===== config.mk =====
export PLATFORM = sky130hd
export DESIGN_NAME = controller
export DESIGN_NICKNAME = d
export VERILOG_FILES = /design/src/rtl/controller.sv
export SDC_FILE = /design/constraint.sdc
export NUM_CORES = 1
export LEC_CHECK = 0
export ABC_AREA = 1
export ABC_CLOCK_PERIOD_IN_PS = 2400
export CAP_MARGIN = 20
export CORE_MARGIN = 10
export CORE_UTILIZATION = 36
export CTS_BUF_LIST = sky130_fd_sc_hd__clkbuf_2 sky130_fd_sc_hd__clkbuf_4 sky130_fd_sc_hd__clkbuf_8
export CTS_CLUSTER_DIAMETER = 30
export DETAILED_ROUTE_END_ITERATION = 8
export GPL_ROUTABILITY_DRIVEN = 0
export PLACE_DENSITY = 0.86
export SYNTH_ARGS = -nofsm -noshare
export SYNTH_HDL_FRONTEND = slang
export SYNTH_SLANG_ARGS = --single-unit

===== constraint.sdc =====
create_clock -name clk -period 2.4 [get_ports clk]
set_clock_uncertainty 0.1 [all_clocks]
set_input_delay 0.24 -clock clk [delete_from_list [all_inputs] [get_ports clk]]
set_output_delay 0.24 -clock clk [all_outputs]
set_load 0.05 [all_outputs]

===== src/rtl/controller.sv =====
// Single-cycle RV32I main decoder: combinational control word from inst, plus a
// sticky flag recording whether any illegal encoding has been clocked since reset.
module controller (
  input  logic        clk,
  input  logic        rst_n,
  input  logic [31:0] inst,
  output logic        reg_wr,
  output logic        rd_en,
  output logic        wr_en,
  output logic        sel_A,
  output logic        sel_B,
  output logic [1:0]  wb_sel,
  output logic [2:0]  br_type,
  output logic [3:0]  alu_op,
  output logic        illegal_inst,
  output logic        illegal_seen
);

  typedef enum logic [6:0] {
    OP_R     = 7'b0110011,
    OP_I     = 7'b0010011,
    OP_LOAD  = 7'b0000011,
    OP_STORE = 7'b0100011,
    OP_BR    = 7'b1100011,
    OP_JAL   = 7'b1101111,
    OP_JALR  = 7'b1100111,
    OP_LUI   = 7'b0110111,
    OP_AUIPC = 7'b0010111
  } opcode_e;

  typedef enum logic [3:0] {
    ALU_ADD  = 4'b0000, ALU_SUB = 4'b0001, ALU_SLL  = 4'b0010, ALU_SLT = 4'b0011,
    ALU_SLTU = 4'b0100, ALU_XOR = 4'b0101, ALU_SRL  = 4'b0110, ALU_SRA = 4'b0111,
    ALU_OR   = 4'b1000, ALU_AND = 4'b1001, ALU_PASSB = 4'b1010
  } alu_op_e;

  typedef struct packed {
    logic       reg_wr;
    logic       rd_en;
    logic       wr_en;
    logic       sel_a;
    logic       sel_b;
    logic [1:0] wb_sel;
    logic [2:0] br_type;
    alu_op_e    alu_op;
  } ctrl_t;

  localparam logic [1:0] WB_PC4 = 2'b00, WB_ALU = 2'b01, WB_MEM = 2'b10;
  localparam logic [2:0] BR_NONE = 3'b000, BR_JUMP = 3'b111;

  opcode_e    opcode;
  logic [2:0] funct3;
  logic [6:0] funct7;
  logic       f7_zero, f7_alt, is_imm;
  alu_op_e    alu_sel;
  logic       alu_ok;
  logic [2:0] br_sel;
  logic       br_ok;
  ctrl_t      ctrl;
  logic       illegal;
  logic       illegal_seen_d, illegal_seen_q;

  assign opcode  = opcode_e'(inst[6:0]);
  assign funct3  = inst[14:12];
  assign funct7  = inst[31:25];
  assign f7_zero = (funct7 == 7'b0000000);
  assign f7_alt  = (funct7 == 7'b0100000);
  assign is_imm  = (opcode == OP_I);

  // Shared ALU mapping for R-type and I-type; immediates ignore funct7 except on shifts.
  // NOTE: every signal assigned in always_comb gets a default first, so no path leaves it unassigned and no latch is inferred.
  always_comb begin
    alu_sel = ALU_ADD;
    alu_ok  = 1'b0;
    unique case (funct3)
      3'b000: begin
        alu_sel = (!is_imm && f7_alt) ? ALU_SUB : ALU_ADD;
        alu_ok  = is_imm || f7_zero || f7_alt;
      end
      3'b001: begin alu_sel = ALU_SLL;  alu_ok = f7_zero;           end
      3'b010: begin alu_sel = ALU_SLT;  alu_ok = is_imm || f7_zero; end
      3'b011: begin alu_sel = ALU_SLTU; alu_ok = is_imm || f7_zero; end
      3'b100: begin alu_sel = ALU_XOR;  alu_ok = is_imm || f7_zero; end
      3'b101: begin
        alu_sel = f7_alt ? ALU_SRA : ALU_SRL;
        alu_ok  = f7_zero || f7_alt;
      end
      3'b110: begin alu_sel = ALU_OR;   alu_ok = is_imm || f7_zero; end
      3'b111: begin alu_sel = ALU_AND;  alu_ok = is_imm || f7_zero; end
      default: ;
    endcase
  end

  always_comb begin
    br_sel = BR_NONE;
    br_ok  = 1'b1;
    case (funct3)
      3'b000:  br_sel = 3'b001;
      3'b001:  br_sel = 3'b010;
      3'b100:  br_sel = 3'b011;
      3'b101:  br_sel = 3'b100;
      3'b110:  br_sel = 3'b101;
      3'b111:  br_sel = 3'b110;
      default: br_ok  = 1'b0;
    endcase
  end

  always_comb begin
    ctrl    = '0;
    illegal = 1'b0;
    case (opcode)
      OP_R:     begin ctrl = '{1'b1, 1'b0, 1'b0, 1'b1, 1'b0, WB_ALU, BR_NONE, alu_sel}; illegal = !alu_ok; end
      OP_I:     begin ctrl = '{1'b1, 1'b0, 1'b0, 1'b1, 1'b1, WB_ALU, BR_NONE, alu_sel}; illegal = !alu_ok; end
      OP_LOAD:  ctrl = '{1'b1, 1'b1, 1'b0, 1'b1, 1'b1, WB_MEM, BR_NONE, ALU_ADD};
      OP_STORE: ctrl = '{1'b0, 1'b0, 1'b1, 1'b1, 1'b1, WB_ALU, BR_NONE, ALU_ADD};
      OP_BR:    begin ctrl = '{1'b0, 1'b0, 1'b0, 1'b0, 1'b1, WB_ALU, br_sel, ALU_ADD}; illegal = !br_ok; end
      OP_JAL:   ctrl = '{1'b1, 1'b0, 1'b0, 1'b0, 1'b1, WB_PC4, BR_JUMP, ALU_ADD};
      OP_JALR:  begin ctrl = '{1'b1, 1'b0, 1'b0, 1'b1, 1'b1, WB_PC4, BR_JUMP, ALU_ADD}; illegal = (funct3 != 3'b000); end
      OP_LUI:   ctrl = '{1'b1, 1'b0, 1'b0, 1'b0, 1'b1, WB_ALU, BR_NONE, ALU_PASSB};
      OP_AUIPC: ctrl = '{1'b1, 1'b0, 1'b0, 1'b0, 1'b1, WB_ALU, BR_NONE, ALU_ADD};
      default:  illegal = 1'b1;
    endcase
    // Illegal encodings and an asserted reset both collapse to a NOP.
    if (illegal || !rst_n) ctrl = '0;
    if (!rst_n) illegal = 1'b0;
  end

  assign reg_wr       = ctrl.reg_wr;
  assign rd_en        = ctrl.rd_en;
  assign wr_en        = ctrl.wr_en;
  assign sel_A        = ctrl.sel_a;
  assign sel_B        = ctrl.sel_b;
  assign wb_sel       = ctrl.wb_sel;
  assign br_type      = ctrl.br_type;
  assign alu_op       = ctrl.alu_op;
  assign illegal_inst = illegal;

  assign illegal_seen_d = illegal_seen_q | illegal;

  // NOTE: sequential state uses non-blocking assignments, and the async reset branch comes first so it wins over a coincident edge.
  always_ff @(posedge clk or negedge rst_n) begin
    if (!rst_n) illegal_seen_q <= 1'b0;
    else        illegal_seen_q <= illegal_seen_d;
  end

  assign illegal_seen = illegal_seen_q;

endmodule


==> reports/qor.txt, run 1 <==
PwrDens - 106 nW/um^2
synthesized area per cell - 5.21 sq um
max reg flops - 1
r2r setup slk - 1.74 ns
Final #Nets - 191
setup TNS - 0 ns
Hold Path Class - in2async
min Tclk post-route - 2.29 ns
Sw Share - 45.2%
Seq/Total Area, Yosys - 4.07%
run status - complete, no violations
die height - 61.3 um
cell leakage power - 0.534 nW
core area - 1560 sq um
Reg-to-Reg Start - illegal_seen
Req. time, crit path - 2.06 ns
# Max-Cap Violations - 0
DIE AREA - 3760 sq um
Tcrit/Tclk final - 95.5%
peak supply drop - 68.7 uV
R2R Path End - illegal_seen
CP startpoint kind - input port
Remaining DRCs - 0
final hold vios - 0
Fillers - 114
post-synthesis cell type count - 18
clock slew seen by the registers of the worst setup and hold paths - 0 ns
Max Fclk - 436 MHz
Mapped Nets - 152
global route total overflow - 0
via count - 857
clk_lat worst skew - 0 ns
DR vias/cell - 5.01
Power Internal - 0.0000664 W
Top Ports - 50
IO Port Bufs - 34
WS Path Type - in2out
Netlist Area Pre-Place - 614 sq um
initial core utilization - 39.4%
Storage cell area - 25.0 sq um
Routed WL per cell - 12.6 um
# diodes - 0
synthesized flop and latch total - 1
Post-Synthesis Cells - 118
first-pass GRT wire length - 3.36 mm
vias in the first global route - 808
First DRT Iteration DRCs - 19
actual slew at the worst max-slew pin - 0.498 ns
Rows - 14
Final ANT Viol Nets - 0
critical path arrival - 1.95 ns
Die W - 61.3 um
Slew Viols, Final - 0
total global-route track usage - 10.8%
Multi-input gate area - 467 sq um
final wirelength - 2.15 mm
Critical Path Fanout Max - 8
share of cells above drive strength 1 - 31.0%
Comb pwr share - 85.8%
Yosys warnings - 0
R2R depth - 2
sw power - 0.0000548 W
DRT Pass-1 Iters - 4
hold-fix buffers at CTS - 0
Setup-failing EPs final - 0
Layout area overhead - 87.0%
min setup slack post-route - 0.108 ns
initial antenna violation count - 0
Place WS - 0.0768 ns
clock share of power - 0%
largest net degree at the start of global routing - 9
Crit. End Element - output pin
relative slew slack - 66.7%
half-perimeter wire length after placement - 1.85 mm
Reg power frac - 14.2%
power groups by stage:
stage | registers, W | clock network, W | logic, W
2_1_floorplan | 0.0000172 | 0 | 0.0000520
3_3_place_gp | 0.0000172 | 0 | 0.0000966
3_5_place_dp | 0.0000172 | 0 | 0.000101
4_1_cts | 0.0000172 | 0 | 0.000101
5_1_grt | 0.0000172 | 0 | 0.000114
6_report | 0.0000172 | 0 | 0.000104
layer usage:
metal  GRT usage [%]  vias up  wire length, um
li1                -      443                -
met1            11.7      377              815
met2            20.4       33             1100
met3            2.88        4              191
met4            1.95        0               43
met5               0        -                0
stage by stage:
stage	hold slack, ns	utilization (%)	power (W)	std cells	cell area, sq um
6_report	0.346	73.7	0.000121	171	1150
5_1_grt	0.360	73.7	0.000131	171	1150
3_5_place_dp	0.349	70.9	0.000118	167	1110
2_1_floorplan	-0.156	-	0.0000692	118	614
3_3_place_gp	0.346	70.9	0.000114	167	1110
4_1_cts	0.351	70.9	0.000119	167	1110
area by class of cell:
cell class	instances	area share, %
well taps	16	1.74
repair buffers	41	47.9
multi-input cells	90	40.6
inverters	23	7.52
flip-flops and latches	1	2.18
worst max-delay path, cell delays in order:
cell             delay (ns)
clkdlybuf4s50_1        0.46
inv_2                  0.09
nand2_2                0.07
nor2_4                 0.21
o21ai_1                0.12
nand3_2                0.11
nand4_4                0.15
buf_4                  0.21
nor2_2                 0.13
buf_12                 0.15
how the worst max path moves through the flow:
stage	startpoint	to	cells past startpoint
floorplan	inst[5]	wb_sel[1]	10
global placement	inst[13]	alu_op[2]	10
detailed placement	inst[13]	br_type[2]	10
CTS	inst[13]	br_type[2]	10
global route	inst[3]	alu_op[3]	10
finish	inst[3]	alu_op[3]	10
logic make-up after synthesis:
| group | share of synthesized area, % |
|---|---|
| AND/OR/NAND/NOR | 62.5 |
| flip-flops | 4.07 |
| AO/OA/AOI/OAI | 12.6 |
| buffers and inverters | 20.8 |
cell usage after synthesis:
cell,instances,area (sq um)
a21oi_1,10,50.1
a22oi_1,1,7.51
buf_4,1,7.51
buf_6,3,33.8
dfrtp_1,1,25.0
inv_1,20,75.1
inv_2,3,11.3
nand2_1,24,90.1
nand2_2,4,25.0
nand3_1,13,65.1
nand3_2,2,20.0
nand4_4,1,21.3
nor2_1,12,45.0
nor2_2,13,81.3
nor2_4,1,11.3
nor3_1,5,25.0
o21ai_0,3,15.0
o21ai_1,1,5.00
cell usage in the layout (no fill, tap or decap):
| master | count |
|---|---|
| nand2_1 | 24 |
| inv_1 | 19 |
| clkdlybuf4s50_1 | 16 |
| buf_12 | 15 |
| nor2_2 | 13 |
| nor2_1 | 12 |
| nand3_1 | 12 |
| a21oi_1 | 10 |
| buf_4 | 7 |
| nor3_1 | 5 |
| nand2_2 | 4 |
| inv_2 | 4 |
| nand3_2 | 3 |
| o21ai_0 | 3 |
| dlymetal6s2s_1 | 3 |
| nor2_4 | 1 |
| o21ai_1 | 1 |
| nand4_4 | 1 |
| a22oi_1 | 1 |
| dfrtp_1 | 1 |
timing repair:
action | in CTS | in global routing
resized for setup | 0 | 5
endpoints found under the setup margin | 0 | 8
buffers inserted | 0 | 4
No activity file was read; power rests on OpenSTA's default activity.
==> run 2, diff against run 1 <==
Settings changed: SLEW_MARGIN from default to 15.
==> results of run 2 <==
No change in the layout: final DEF, timing and power equal those of run 1.
==> run 3, diff against run 2 <==
Settings changed: CTS_CLUSTER_SIZE from default to 8.
==> results of run 3 <==
No change in the layout: final DEF, timing and power equal those of run 1.
